[src/rtl/branch_flag_unit.sv]
// branch_flag_unit
//
// Condition-flag register and branch resolver for the pipelined LEGv8
// datapath. NZCV is captured from flag-setting ALU ops (ADDS/SUBS/ANDS).
// B, CBZ, CBNZ and B.cond are resolved one cycle after the request. The
// single wrong-path request that follows a taken branch is squashed.
//
// Handshake: there is no backpressure. A request is a single-cycle pulse
// on br_valid. It is accepted when flush=0 and no shadow is active.
// Each accepted request yields exactly one cycle of taken_valid=1 on the
// following cycle, with taken qualified by taken_valid.
//
// Ports:
//   clk          in   1      rising-edge clock
//   reset        in   1      asynchronous, active-low reset
//   flag_we      in   1      flag-setting ALU op completes this cycle
//   alu_result   in   WIDTH  ALU result used for N and Z
//   alu_c        in   1      ALU carry out
//   alu_v        in   1      ALU signed overflow
//   br_valid     in   1      branch request this cycle
//   br_op        in   2      00 B, 01 CBZ, 10 CBNZ, 11 B.cond
//   br_cond      in   4      condition code for B.cond
//   br_reg       in   WIDTH  register operand for CBZ/CBNZ
//   flush        in   1      kills this cycle's flag_we and br_valid
//   flags        out  4      registered {N,Z,C,V}
//   taken_valid  out  1      registered: resolution result present
//   taken        out  1      registered: branch taken (qualified by taken_valid)
//   shadow_state out  1      debug: 1 while the post-taken shadow is active

module branch_flag_unit #(
  parameter int WIDTH = 64
) (
  input  logic             clk,
  input  logic             reset,
  input  logic             flag_we,
  input  logic [WIDTH-1:0] alu_result,
  input  logic             alu_c,
  input  logic             alu_v,
  input  logic             br_valid,
  input  logic [1:0]       br_op,
  input  logic [3:0]       br_cond,
  input  logic [WIDTH-1:0] br_reg,
  input  logic             flush,
  output logic [3:0]       flags,
  output logic             taken_valid,
  output logic             taken,
  output logic             shadow_state
);

  localparam int GROUPS = WIDTH / 16;

  typedef enum logic {
    IDLE   = 1'b0,
    SHADOW = 1'b1
  } state_t;

  state_t state, state_next;

  // Zero detect built as 16-bit NOR groups feeding a wide AND.
  function automatic logic is_zero(input logic [WIDTH-1:0] val);
    logic [GROUPS-1:0] grp;
    for (int g = 0; g < GROUPS; g++) begin
      grp[g] = ~|val[g*16 +: 16];
    end
    return &grp;
  endfunction

  logic       flag_upd;
  logic [3:0] flags_new;
  logic [3:0] eval_flags;
  logic       accept;
  logic       cond_base;
  logic       taken_next;
  logic       n, z, c, v;

  assign flag_upd  = flag_we & ~flush;
  assign flags_new = {alu_result[WIDTH-1], is_zero(alu_result), alu_c, alu_v};

  // A flag write in the same cycle as a branch belongs to the older
  // instruction, so the branch sees the freshly generated NZCV.
  assign eval_flags   = flag_upd ? flags_new : flags;
  assign {n, z, c, v} = eval_flags;

  assign accept = br_valid & ~flush & (state == IDLE);

  always_comb begin
    cond_base  = 1'b0;
    taken_next = 1'b0;
    // Conditions come in pairs: odd codes invert the even code's test.
    unique case (br_cond[3:1])
      3'd0: cond_base = z;
      3'd1: cond_base = c;
      3'd2: cond_base = n;
      3'd3: cond_base = v;
      3'd4: cond_base = c & ~z;
      3'd5: cond_base = (n == v);
      3'd6: cond_base = ~z & (n == v);
      3'd7: cond_base = 1'b1;
    endcase
    unique case (br_op)
      2'b00: taken_next = 1'b1;
      2'b01: taken_next = is_zero(br_reg);
      2'b10: taken_next = ~is_zero(br_reg);
      2'b11: taken_next = (br_cond[3:1] == 3'd7) ? 1'b1 : (cond_base ^ br_cond[0]);
    endcase
  end

  // Shadow FSM: one squashed slot after every taken branch.
  always_comb begin
    state_next = state;
    unique case (state)
      IDLE:   if (accept && taken_next) state_next = SHADOW;
      SHADOW: state_next = IDLE;
    endcase
  end

  always_ff @(posedge clk or negedge reset) begin
    if (!reset) begin
      state       <= IDLE;
      flags       <= 4'b0000;
      taken_valid <= 1'b0;
      taken       <= 1'b0;
    end else begin
      state       <= state_next;
      taken_valid <= accept;
      taken       <= accept & taken_next;
      if (flag_upd) flags <= flags_new;
    end
  end

  assign shadow_state = (state == SHADOW);

endmodule

[config.mk]
export PLATFORM = sky130hd
export DESIGN_NAME = branch_flag_unit
export DESIGN_NICKNAME = d
export VERILOG_FILES = /design/src/rtl/branch_flag_unit.sv
export SDC_FILE = /design/constraint.sdc
export NUM_CORES = 1
export LEC_CHECK = 0
export CORE_MARGIN = 1.5
export CORE_UTILIZATION = 21
export CTS_CLUSTER_DIAMETER = 80
export DETAILED_ROUTE_END_ITERATION = 8
export PLACE_DENSITY = 0.88
export SLEW_MARGIN = 10
export SYNTH_ARGS = -nofsm -noshare
export SYNTH_HDL_FRONTEND = slang
export SYNTH_SLANG_ARGS = --single-unit
[constraint.sdc]
create_clock -name clk -period 4.2 [get_ports clk]
set_input_delay 0.63 -clock clk [delete_from_list [all_inputs] [get_ports clk]]
set_output_delay 0.63 -clock clk [all_outputs]
set_load 0.05 [all_outputs]
# == After elaboration in Yosys (flattened, before gate mapping) ==
# Cells that the tools add are included.
# word_totals
out_inout_bits,7
latchBits,0
word_cells,53
regBits,7
mem_bits_ro,0
mem_count,0
mem_bits_rw,0
# classes
mux,6
n_addsub,0
div_mod_pow,0
eq_ne,11
bitwise_logic,11
order_cmp,0
mul,0
n_reduce_logical,21
shifts,0
# ops
op,n
16-bit OR reduction,8
3-bit == test (second input constant),4
1-bit zero test,8
1-bit case mux with 8 select lines,1
4-bit AND reduction,2
1-bit AND,6
3-bit by 2-bit == test with 1-bit output (second input constant),2
2-bit == test (second input constant),2
4-bit two-way mux,1
1-bit inverter,4
1-bit case mux with 4 select lines,1
3-bit by 1-bit == test with 1-bit output (second input constant),1
3-bit zero test,1
2-bit by 1-bit == test with 1-bit output (second input constant),1
2-bit zero test,1
1-bit two-way mux,2
1-bit case mux with 2 select lines,1
1-bit == test,1
1-bit logical AND,1
1-bit XOR,1

# == Longest topological paths before layout ==
# logic_depth
depth_word,13
ltp_mapped,8

# == Worst setup path before layout ==
# OpenSTA, ideal clock, no wires.
# synth_timing
path_kind,input to register
start,input port flush
end,register state (netlist: shadow_state)
t_arrival_ns,2.048
cell_stages,8
setup_slack_ns,2.023
setup_ns,0.129
path_cell_list,nand2b_4 -> buf_6 -> mux2_4 -> or3b_1 -> a31oi_1 -> o41ai_1 -> nor3_1 -> nor3b_1
# synth_between
elab_chain_len,12
elab_cells_between_ends,16
# synth_rtl
element,line,rtl
start: declaration,43,"input logic flush,"
1-bit inverter (*),76,assign flag_upd = flag_we & ~flush;
1-bit AND (*),76,
4-bit two-way mux (*),n/a,
named net eval_flags[0],70,logic [3:0] eval_flags;
1-bit == test,"96, 97",
1-bit AND,97,3'd6: cond_base = ~z & (n == v);
1-bit case mux with 8 select lines (*),90,unique case (br_cond[3:1])
1-bit XOR (*),104,2'b11: taken_next = (br_cond[3:1] == 3'd7) ? 1'b1 : (cond_base ^ br_cond[0]);
1-bit two-way mux (*),104,
1-bit case mux with 4 select lines (*),100,unique case (br_op)
1-bit logical AND (*),112,IDLE: if (accept && taken_next) state_next = SHADOW;
1-bit two-way mux (*),112,
1-bit case mux with 2 select lines (*),111,unique case (state)
named net state_next,57,"state_t state, state_next;"
end signal: assignment,124,state <= state_next;
end: declaration,57,
# Mark *: on every way through the listed nets, which the timed path passes. The rest lies on a longest branch.

# == Worst setup path after layout ==
# layout_timing
start,input port alu_result[63]
end,register state (netlist: shadow_state)
# layout_between
elab_chain_len,13
elab_cells_between_ends,15
# layout_rtl
element,line,rtl
start: declaration,36,"input logic [WIDTH-1:0] alu_result,"
16-bit OR reduction,63,grp[g] = ~|val[g*16 +: 16];
1-bit zero test,63,
4-bit AND reduction,65,return &grp;
4-bit two-way mux (*),n/a,
1-bit inverter,"95, 97",
"1-bit AND, on equally long branches","97, 95",
1-bit case mux with 8 select lines (*),90,
1-bit XOR (*),104,
1-bit two-way mux (*),104,
1-bit case mux with 4 select lines (*),100,
1-bit logical AND (*),112,
1-bit two-way mux (*),112,
1-bit case mux with 2 select lines (*),111,
named net state_next,57,
# Marked as above.

==> results.json <==
{
  "fillers": 286,
  "grt_max_degree": 9,
  "period_needed_ns": 2.56,
  "cts_resized": 0,
  "ff2ff_setup_slack_ns": 2.38,
  "cts_buffers": 3,
  "rr_worst_depth": 6,
  "yosysUniqueCellTypes": 29,
  "setup_slack_ns": 1.64,
  "rsz0062_at_grt": "false",
  "viasPerCell": 4.81,
  "clk_path_buf_depth": 2,
  "hp-start": "shadow_state$_DFF_PN0_",
  "postCtsSetupBuffers": 0,
  "avgSynthCellArea_um2": 8.19,
  "clk_pin_slew_ns": 0.05,
  "utilization_pct": 67.8,
  "hold_end": "taken_valid$_DFF_PN0_",
  "dieArea_um2": 3870,
  "maxSlewViolCount": 0,
  "cts_tree": "yes",
  "grt_pass1_vias": 1400,
  "synth_nets": 231,
  "ios": 148,
  "start_util_pct": 21.9,
  "endpoint_kind": "flop",
  "status": "complete, no violations",
  "r2r-end": "shadow_state$_DFF_PN0_",
  "startpoint_type": "input port",
  "drtAntennaViolNets": 0,
  "first_pass_iters": 4,
  "clock_latency_ns": 0.25,
  "drive_gt1_share_pct": 3.75,
  "grt-ovfl-total": 0,
  "whs_path_depth": 1,
  "drt-total-wl_um": 3770,
  "rows": 21,
  "critPathMaxFanout": 3,
  "grt_pass1_wl_um": 6100,
  "fin_setup_tns_ns": 0,
  "core_area_um2": 3360,
  "worst_slew_pin_slew_ns": 0.505,
  "fin_skew_ns": 0.00112,
  "die_y_um": 62.2,
  "hold_buffers": 0,
  "diodes": 0,
  "setup_viol": 0,
  "portBuffers": 147,
  "cp.arrival_ns": 2.72,
  "critPathKind": "input port to flop",
  "cp_data_required_time_ns": 4.35,
  "vias": 1377,
  "clockRootBuffer": "clkbuf_4",
  "syn_inst": 90,
  "synth_seq_area_share_pct": 23.8,
  "htreeDepth": 1,
  "clock.fmax_mhz": 390,
  "place.gp.congestion": 0.783,
  "drv_cap": 0,
  "hold_viol_final": 0,
  "drt_iter0_drc": 28,
  "relSlewSlack_pct": 66.2,
  "pre_cts_ws_ns": 1.38,
  "hpwl_um": 3590,
  "holdCritPathClass": "flop to flop",
  "p_per_area_nw_per_um2": 150,
  "timing.rr.start": "flags[0]$_DFF_PN0_",
  "yosysWarningCount": 0,
  "area_growth_pct": 210,
  "gr-usage-all-layers_pct": 19.4,
  "cts.sinks": 7,
  "p_leak_nw": 0.798,
  "antenna_found_initial": 0,
  "vdd_ir_drop_max_v": 0.0000646,
  "drc": 0,
  "ys_ff_latch": 7,
  "layout.nets": 382,
  "finalCritPeriodShare_pct": 61.0,
  "synth.cell_area_um2": 737,
  "die_w_um": 62.2,
  "detail_route.wl_per_cell_um": 13.2
}
## area by class of cell
type                    instances  area, µm²  share of cell area (%)
clock buffers                   4       26.3                    1.15
inverters                       1       3.75                   0.165
multi-input cells              81        547                    24.0
flip-flops and latches          7        175                    7.68
well taps                      46       57.6                    2.52
repair buffers                147       1470                    64.5
## sequential cells by signal (all words and copies together) (netlist names)
name          flops
flags             4
shadow_state      1
taken_valid       1
taken             1
## worst max-delay path by stage
stage / startpoint / to / slack [ns] / cells after the start
after detailed placement: alu_result[63] / shadow_state$_DFF_PN0_ / 1.38 / 8
after CTS: alu_result[63] / shadow_state$_DFF_PN0_ / 1.64 / 8
final: alu_result[63] / shadow_state$_DFF_PN0_ / 1.64 / 8
after global routing: alu_result[63] / shadow_state$_DFF_PN0_ / 1.40 / 8
after global placement: br_reg[3] / taken$_DFF_PN0_ / 1.44 / 8
after floorplan: flush / shadow_state$_DFF_PN0_ / 2.02 / 8
## cells by family after synthesis
kind of cell	synth area share, %
flops	23.8
buf+inv	2.04
compound gates	9.51
xor+xnor	2.38
simple gates	53.1
mux	9.17
## per-stage QoR
stage / std cells / hold WS (ns) / power [mW] / instance area [µm²]
floorplan: 90 / 0.334 / 0.133 / 737
global placement: 282 / 0.439 / 0.281 / 2250
detailed placement: 282 / 0.446 / 0.285 / 2250
CTS: 286 / 0.451 / 0.346 / 2280
global route: 286 / 0.464 / 0.362 / 2280
finish: 286 / 0.446 / 0.342 / 2280
## per-layer routing
layer,share of wire (%),track usage [%],vias up
met2,54,38.2,79
met3,8.5,5.07,7
li1,-,-,687
met5,0,0,-
met1,36,19.8,604
met4,1.6,6.11,0
## cell usage in the layout, fill, tap and decap left out, drive strengths merged, types with 2 or more instances in the layout
| cell | count |
|---|---|
| a31oi | 2 |
| clkbuf | 4 |
| clkdlybuf4s50 | 147 |
| dfrtp | 7 |
| mux2 | 3 |
| mux2i | 3 |
| nand2 | 6 |
| nand2b | 2 |
| nand3 | 2 |
| nand4 | 6 |
| nor2 | 2 |
| nor3 | 4 |
| nor3b | 3 |
| nor4 | 33 |
| o21ai | 3 |
| or3b | 2 |
| xnor2 | 2 |
## worst max-delay path: stages
cell	delay, ns
clkdlybuf4s50_1	0.47
nor4_1	0.32
nand3_1	0.12
nor3_1	0.38
mux2i_1	0.14
a311oi_1	0.31
nor3_1	0.12
nor3b_1	0.23
## Yosys cell counts
cell	count	area share, %
nand4_1	6	5.1
nand4b_1	1	1.2
a31oi_1	2	1.7
nor4_2	1	1.7
xnor2_1	2	2.4
inv_1	1	0.51
nand2b_4	1	1.9
nor4_1	32	27
and2_1	1	0.85
dfrtp_1	7	24
a22o_2	1	1.4
mux2i_1	3	4.1
mux2_2	2	3.1
and3_1	1	0.85
mux2_4	1	2.0
a21boi_0	1	1.0
o21ai_1	1	0.68
or3b_1	2	2.4
nand2b_1	1	0.85
nor2_1	2	1.0
a311oi_1	1	1.2
nand3_1	2	1.4
o21ai_0	2	1.4
a21o_1	1	1.0
nor3_1	4	2.7
o41ai_1	1	1.2
buf_6	1	1.5
nor3b_1	3	3.1
nand2_1	6	3.1
## report_power, final
part           internal (mW)  switching (mW)  leakage [nW]
registers             0.0735         0.00374        0.0892
logic                  0.143          0.0631         0.693
clock network         0.0361          0.0232        0.0150
Note: power is estimated with default switching activity, not from simulation.
